## src/rtl/reverb_tap_loader.sv

```systemverilog
// Reverb tap loader: holds a host-written FIR tap table and replays it in address
// order to the reverb core over valid/ready, then waits for the core's done flag.
`timescale 1ns/1ps
module reverb_tap_loader #(
  parameter int G_NUM_TAPS_LOG2 = 4,
  parameter int G_TAP_WIDTH     = 16,
  parameter int G_DONE_TIMEOUT  = 1024
) (
  input  logic                       clk,
  input  logic                       reset_n,
  input  logic                       enable,
  input  logic                       cfg_wr_en,
  input  logic [G_NUM_TAPS_LOG2-1:0] cfg_wr_addr,
  input  logic [G_TAP_WIDTH-1:0]     cfg_wr_data,
  input  logic                       load_start,
  output logic                       busy,
  output logic                       load_done,
  output logic                       load_err,
  output logic [G_TAP_WIDTH-1:0]     tap_dout,
  output logic                       tap_dout_valid,
  input  logic                       tap_dout_ready,
  input  logic                       tap_dout_done
);

  localparam int DEPTH = 1 << G_NUM_TAPS_LOG2;
  localparam int CNT_W = $clog2(G_DONE_TIMEOUT + 1);
  localparam logic [CNT_W-1:0] CNT_LAST = CNT_W'(G_DONE_TIMEOUT - 1);

  typedef enum logic [1:0] {S_IDLE, S_STREAM, S_WAIT_DONE} state_e;

  state_e                     state_q, state_d;
  logic [G_NUM_TAPS_LOG2-1:0] idx_q, idx_d;
  logic [CNT_W-1:0]           cnt_q, cnt_d;
  logic [G_TAP_WIDTH-1:0]     tap_q, tap_d;
  logic                       valid_q, valid_d;
  logic                       done_q, done_d;
  logic                       err_q, err_d;
  logic [G_TAP_WIDTH-1:0]     table_q [DEPTH];
  logic [G_TAP_WIDTH-1:0]     table_d [DEPTH];

  logic handshake;
  logic last_idx;
  logic timed_out;

  assign handshake = valid_q & tap_dout_ready;
  assign last_idx  = &idx_q;
  assign timed_out = (cnt_q == CNT_LAST);

  // State register and datapath registers.
  always_ff @(posedge clk or negedge reset_n) begin
    if (!reset_n) begin
      state_q <= S_IDLE;
      idx_q   <= '0;
      cnt_q   <= '0;
      tap_q   <= '0;
      valid_q <= 1'b0;
      done_q  <= 1'b0;
      err_q   <= 1'b0;
      // NOTE: the table is a flop array, not a RAM macro, so it can and must be
      // cleared by reset; a RAM-inferred table could not honour that.
      for (int i = 0; i < DEPTH; i++) table_q[i] <= '0;
    end else begin
      // NOTE: non-blocking assignments so every flop samples pre-edge values.
      state_q <= state_d;
      idx_q   <= idx_d;
      cnt_q   <= cnt_d;
      tap_q   <= tap_d;
      valid_q <= valid_d;
      done_q  <= done_d;
      err_q   <= err_d;
      table_q <= table_d;
    end
  end

  // Next-state logic; enable=0 overrides everything and parks the FSM in IDLE.
  always_comb begin
    state_d = state_q;
    if (!enable) begin
      state_d = S_IDLE;
    end else begin
      case (state_q)
        S_IDLE:      if (load_start) state_d = S_STREAM;
        S_STREAM:    if (handshake && last_idx) state_d = S_WAIT_DONE;
        S_WAIT_DONE: if (tap_dout_done || timed_out) state_d = S_IDLE;
        default:     state_d = S_IDLE;
      endcase
    end
  end

  always_comb begin
    // NOTE: every target gets a hold default first so no path infers a latch.
    idx_d   = idx_q;
    cnt_d   = cnt_q;
    tap_d   = tap_q;
    valid_d = valid_q;
    done_d  = done_q;
    err_d   = err_q;
    table_d = table_q;

    if (cfg_wr_en && state_q == S_IDLE) table_d[cfg_wr_addr] = cfg_wr_data;

    if (!enable) begin
      valid_d = 1'b0;
      idx_d   = '0;
    end else begin
      case (state_q)
        S_IDLE: begin
          if (load_start) begin
            // Reads table_q, so a same-cycle write to address 0 is not seen here.
            tap_d   = table_q[0];
            valid_d = 1'b1;
            idx_d   = '0;
            done_d  = 1'b0;
            err_d   = 1'b0;
          end
        end
        S_STREAM: begin
          if (handshake) begin
            if (last_idx) begin
              valid_d = 1'b0;
              cnt_d   = '0;
            end else begin
              idx_d = idx_q + 1'b1;
              tap_d = table_q[idx_q + 1'b1];
            end
          end
        end
        S_WAIT_DONE: begin
          if (tap_dout_done)  done_d = 1'b1;
          else if (timed_out) err_d  = 1'b1;
          else                cnt_d  = cnt_q + 1'b1;
        end
        default: ;
      endcase
    end
  end

  // Output decode.
  always_comb begin
    busy           = (state_q != S_IDLE);
    load_done      = done_q;
    load_err       = err_q;
    tap_dout       = tap_q;
    tap_dout_valid = valid_q;
  end

endmodule

```

## config.mk

```make
export PLATFORM = sky130hd
export DESIGN_NAME = reverb_tap_loader
export DESIGN_NICKNAME = d
export VERILOG_FILES = /design/src/rtl/reverb_tap_loader.sv
export SDC_FILE = /design/constraint.sdc
export NUM_CORES = 1
export LEC_CHECK = 0
export ABC_AREA = 1
export CAP_MARGIN = 10
export CORE_UTILIZATION = 55
export CTS_CLUSTER_SIZE = 20
export DETAILED_ROUTE_END_ITERATION = 8
export DONT_BUFFER_PORTS = 1
export PLACE_DENSITY = 0.82
export SLEW_MARGIN = 20
export SYNTH_ARGS = -nofsm -noshare
export SYNTH_HDL_FRONTEND = slang
export SYNTH_SLANG_ARGS = --single-unit
```

## constraint.sdc

```tcl
create_clock -name clk -period 4.2 [get_ports clk]
set_clock_uncertainty 0.1 [all_clocks]
set_input_delay 0.42 -clock clk [delete_from_list [all_inputs] [get_ports clk]]
set_output_delay 0.42 -clock clk [all_outputs]
set_load 0.01 [all_outputs]
```

==> results of run 1 <==
## state kept, by name, summed over array words and instances (netlist names)
register	count
tap_dout	16
idx_q	4
cnt_q	11
load_err	1
tap_dout_valid	1
state_q	2
table_q	256
load_done	1
## stage by stage
step | setup WS, ns | std cells | hold WS (ns) | utilization (%) | cell area (µm²)
2_1_floorplan | 2.445 | 1886 | 0.02441 | - | 14250
3_3_place_gp | 1.397 | 2108 | 0.03737 | 56.03 | 14190
3_5_place_dp | 1.327 | 2108 | 0.03630 | 56.03 | 14190
4_1_cts | 1.269 | 2167 | -0.5562 | 60.18 | 15240
5_1_grt | 1.043 | 2167 | -0.5576 | 60.18 | 15240
6_report | 1.241 | 2167 | -0.5482 | 60.18 | 15240
## cells by family (layout without fill, tap and decap cells)
family	count (synthesis)	count (layout)	synth area share (%)
and+or+nand+nor	1018	1018	29.59
DFF	292	292	51.26
buffers and inverters	292	243	8.778
AOI/OAI and AO/OA	278	278	9.840
xor gates and xnor gates	4	4	0.3511
adders and majority gates	2	2	0.1755
## per-layer routing
metal	vias up	wire length, µm
met5	-	16
met4	2	1135
met3	101	3920
met2	548	16940
met1	5727	15310
li1	5775	-
## worst max path at each step
stage / start / endpoint / slack, ns
3_3_place_gp: idx_q[0] / tap_dout[11] / 1.40
2_1_floorplan: idx_q[0] / tap_dout[0] / 2.45
3_5_place_dp: idx_q[0] / tap_dout[10] / 1.33
5_1_grt: idx_q[0] / tap_dout[0] / 1.04
4_1_cts: idx_q[0] / tap_dout[1] / 1.27
6_report: idx_q[0] / tap_dout[1] / 1.24
## layout by cell type, fill, tap and decap left out, types with 3 or more instances in the layout
cell type   synthesis  layout
nand2_1           741     741
dfrtp_1           292     291
o21ai_0           266     266
nand3_1           195     195
inv_1             166     165
nor2_1             49      49
clkbuf_16           0      31
buf_4               3      15
nand2_4            11      11
clkbuf_8            0      10
nand4_1             9       9
clkinv_2            0       9
o21ai_1             5       5
nor3_1              4       4
clkinvlp_4          0       4
inv_2               3       3
or2_2               3       3
a21oi_1             3       3
## layout make-up
class | count | area share (%)
Multi-Input combinational cell | 1302 | 37.51
Clock inverter | 15 | 0.7471
Inverter | 169 | 4.179
Clock buffer | 42 | 6.018
Timing Repair Buffer | 17 | 0.8702
Sequential cell | 292 | 47.97
Tap cell | 330 | 2.709
## power groups by stage
stage / clock [mW] / sequential [mW] / combinational [mW]
final: 2.73 / 3.90 / 1.36
after detailed placement: 0 / 3.92 / 1.34
after floorplan: 0 / 3.79 / 1.13
after global placement: 0 / 3.90 / 1.27
after global routing: 2.87 / 3.98 / 1.61
after CTS: 2.75 / 3.88 / 1.36
## worst reg2reg max path, delay by kind of cell, from the launching register on
kind | cells | cell delay [ns]
fa+ha+maj | 1 | 0.42
flops | 1 | 0.84
buf+inv | 2 | 1.01
simple gates | 6 | 0.53
==> impl_metrics.json, run 1 <==
{
  "ys_ff_latch": 292,
  "clk_pin_slew_worst_paths_ns": 0.06,
  "worst_pin_slew_ns": 1.016,
  "nNetsFinal": 1842,
  "cp_max_fo": 54,
  "root_buffer": "clkbuf_16",
  "clkPwrFrac_pct": 34.2,
  "dr.pass1.iters": 8,
  "crit_family": "buffers and inverters",
  "clock_sinks": 292,
  "rsz0062_at_grt": "no",
  "end_kind": "register",
  "post_drt_wl_per_cell_um": 17.23,
  "reg2regPathDepth": 9,
  "grt_util_met3_pct": 6.748,
  "dieArea_um2": 26560,
  "n_antenna_cell": 0,
  "met1_usage_pct": 39.61,
  "synth_edf_count": 0,
  "crit_path_frequent_cell": "nand3_1",
  "grt_first_pass_wirelength_um": 60320,
  "synth_ff_type": "dfrtp_1",
  "async_flop_share_pct": 100.0,
  "initial_core_util_pct": 56.28,
  "rows": 58,
  "synth_area_leaders": "dfrtp_1 51%, nand2_1 20%, o21ai_0 9.3%",
  "grt_pass1_vias": 11445,
  "regToRegStartpoint": "idx_q[0]",
  "drc": 0,
  "cts_tree": "built",
  "die_height_um": 163.0,
  "grt_max_degree": 293,
  "grt_use_met2_pct": 45.92,
  "place.gp.congestion": 0.8335,
  "area.sequential_um2": 7311,
  "min_path_type": "input pin to asynchronous set/reset pin",
  "synth_top_cell_by_area": "dfrtp_1",
  "outcome": "finished with violations",
  "ys_seq_area_share_pct": 51.26,
  "hold_violations": 292,
  "period_share_pct": 70.46,
  "fmax_mhz": 337.9,
  "r2r-end": "tap_dout[1]",
  "htreeDepth": 1,
  "worstPathRequired_ns": 4.60,
  "ant_nets": 0,
  "crit_type": "register to register",
  "syn_nets": 1915,
  "tns_ns": 0,
  "busiest_layer": "met2",
  "ir_worst_vdd_mv": 0.3703,
  "report.final.slew_viol_count": 0,
  "min_period_ns": 2.959,
  "crit_arrival_ns": 3.36,
  "areaGrowthSynthToFinish_pct": 6.926,
  "via_per_inst": 5.608,
  "ys.warnings.count": 0,
  "finalSetupViolCount": 0,
  "antenna_found_initial": 1,
  "startpoint_type": "register",
  "coreArea_um2": 25330,
  "crit_buf_inv": 2,
  "reg2reg_slack_ns": 1.24,
  "violations": "hold timing",
  "slew_headroom_pct": 32.07,
  "holdWs_ns": -0.5482,
  "cp_num_cells": 9,
  "dpl.hpwl_um": 20140,
  "drtIter0Drc": 1493,
  "n_fill_cell": 2129,
  "fin_total_pwr_mw": 7.985,
  "grt.total_usage_pct": 29.14,
  "cts_setup_buffers": 0,
  "synth_common_cells": "741 x nand2_1, 292 x dfrtp_1, 266 x o21ai_0",
  "pwr-share-comb_pct": 17.0,
  "drive_gt1_share_pct": 5.498,
  "synth_top_area_share_pct": 51.26,
  "cts_resized": 0,
  "drv_cap": 0,
  "switchingPower_mw": 2.414,
  "vias": 12153,
  "synth.most_common_cell": "nand2_1",
  "grt.overflow.total": 0,
  "syn_avg_cell_area_um2": 7.558,
  "cts_hold_buffers": 2,
  "powerDensity_nw_per_um2": 523.9,
  "clockBufferDepth": 3,
  "chipWidth_um": 163.0,
  "synth_area_um2": 14250,
  "p_leak_nw": 7.776,
  "multi_input_comb_area_um2": 5717,
  "power_frac_seq_pct": 48.8,
  "synth_cells": 1886,
  "cp_slowest_stage_delay_ns": 0.84,
  "port_buffers": 0,
  "io_pins": 47,
  "numCtsBuffers": 31,
  "p_int_mw": 5.572,
  "slowest_stage": "dfrtp_4",
  "clk_latency_ns": 0.56,
  "postRouteWirelength_um": 37330,
  "cp_cell_sequence": "ha_2 > inv_2 > buf_4 > nand3_1 > nand3_1 > nand3_1 > nand3_1 > nand2_1 > nand2_1",
  "p_sw_share_pct": 30.22,
  "ys_types": 32
}
No activity file was read; power rests on OpenSTA's default activity.
==> inputs of run 2 (changes only) <==
PLACE_DENSITY = 0.85   (was 0.82)
clock period = 2.7 ns   (was 4.2 ns; I/O delays follow)
==> run 2 against run 1 <==
Against the previous run: the flow still finishes with violations (hold timing); global-route usage increased by 0.30 points; highest routed layer is now met4; largest power group unchanged; clock power increased by 63%; flip-flop and latch count unchanged; combinational power increased by 61%.
==> impl_metrics.json, run 2 (synthesis gave the netlist of run 1 again) <==
{
  "cts_setup_buffers": 0,
  "postRouteWirelength_um": 37360,
  "crit_type": "register to register",
  "startpoint_type": "register",
  "drc": 0,
  "final_cell_mix": "741 x nand2_1, 291 x dfrtp_1, 266 x o21ai_0",
  "areaGrowthSynthToFinish_pct": 8.225,
  "dieArea_um2": 26560,
  "vias": 12356,
  "grt.total_usage_pct": 29.44,
  "via_per_inst": 5.686,
  "post_dp_cell_area_um2": 14330,
  "place.gp.congestion": 0.8170,
  "grt_pass1_vias": 11685,
  "nNetsFinal": 1852,
  "crit_arrival_ns": 2.68,
  "finalInstanceArea_um2": 15430,
  "min_period_ns": 2.340,
  "ir_worst_vdd_mv": 0.5817,
  "io_pins": 47,
  "reg2reg_slack_ns": 0.36,
  "drv_cap": 0,
  "cts_resized": 0,
  "outcome": "finished with violations",
  "min_path_type": "input pin to asynchronous set/reset pin",
  "dpl.hpwl_um": 20420,
  "dr.pass1.iters": 6,
  "holdWs_ns": -0.6719,
  "n_antenna_cell": 0,
  "chipWidth_um": 163.0,
  "slew_headroom_pct": 23.16,
  "violations": "hold timing",
  "htreeDepth": 1,
  "initial_core_util_pct": 56.28,
  "largest_reg_flops": 256,
  "powerDensity_nw_per_um2": 823.6,
  "grt_first_pass_wirelength_um": 61270,
  "worstPathRequired_ns": 3.04,
  "clock_sinks": 292,
  "n_fill_cell": 2040,
  "ant_nets": 0,
  "grt.overflow.total": 0,
  "cts_hold_buffers": 5,
  "die_height_um": 163.0,
  "clockBufferDepth": 3,
  "drive_gt1_share_pct": 5.372,
  "report.final.slew_viol_count": 0,
  "clk_latency_ns": 0.56,
  "worst_pin_slew_ns": 1.153,
  "p_leak_nw": 7.868,
  "fmax_mhz": 427.4,
  "final_common_cell": "nand2_1",
  "root_buffer": "clkbuf_16",
  "antenna_found_initial": 0,
  "finalSetupViolCount": 0,
  "rows": 58,
  "tns_ns": 0,
  "cts_tree": "built",
  "top_register": "table_q",
  "post_drt_wl_per_cell_um": 17.19,
  "numCtsBuffers": 29,
  "rsz0062_at_grt": "no",
  "port_buffers": 0,
  "cp_max_fo": 99,
  "drtIter0Drc": 1526,
  "coreArea_um2": 25330,
  "end_kind": "register",
  "clk_pin_slew_worst_paths_ns": 0.06,
  "grt_max_degree": 293,
  "hold_violations": 292,
  "period_share_pct": 86.67
}
==> run 2: path summary, 6_finish.rpt <==
path,endpoint,start,cells after the start
worst max-delay path,tap_dout[6],idx_q[0],8
max in group asynchronous,idx_q[0],reset_n,0
worst min register to register,table_q[15],table_q[15],2
min in group clk,cnt_q[2],enable,4
worst max register to register,tap_dout[6],idx_q[0],8
worst min-delay path,table_q[139],reset_n,0
==> run 2: through the flow <==
stage          total power, mW  setup slack, ns  cells  util (%)
2_1_floorplan            7.660           0.9454   1886         -
3_3_place_gp             8.079           0.5166   2117     56.56
3_5_place_dp             8.230           0.5003   2117     56.56
4_1_cts                  12.70           0.4474   2173     60.91
5_1_grt                  13.41           0.2877   2173     60.91
6_report                 12.71           0.3600   2173     60.91
==> run 2: worst max-delay path, cell delays in order, from the launching register on <==
cell	delay, ns
dfrtp_4	0.44
buf_4	0.86
nand2_1	0.18
nand3_1	0.15
nand3_1	0.09
nand3_1	0.12
nand3_1	0.10
nand2_1	0.09
nand2_1	0.05
==> run 2: cell type report <==
cell class / count / area, µm² / area share [%]
Sequential cell: 292 / 7311 / 47.39
Multi-Input combinational cell: 1302 / 5722 / 37.09
Clock buffer: 40 / 817.0 / 5.296
Inverter: 169 / 636.9 / 4.128
Tap cell: 330 / 412.9 / 2.677
Timing Repair Buffer: 29 / 292.8 / 1.898
Clock inverter: 11 / 234.0 / 1.517
==> run 2: per-layer routing <==
layer,up-vias,global-route usage (%),part of all wire (%)
li1,5799,-,-
met3,114,6.162,10
met1,5832,40.60,41
met4,0,11.77,3.4
met5,-,0,0
met2,611,45.53,45
==> run 2: report_power, final <==
part,leakage (nW),internal [mW],switching [mW]
combinational,3.62,0.859,1.33
sequential,3.74,5.38,0.672
clock,0.515,2.77,1.70
total,7.87,9.00,3.70
==> inputs of run 3 (changes only) <==
SLEW_MARGIN = default   (was 20)
==> results of run 3 <==
Same layout as run 2: the final DEF is identical, and so are final timing and power.
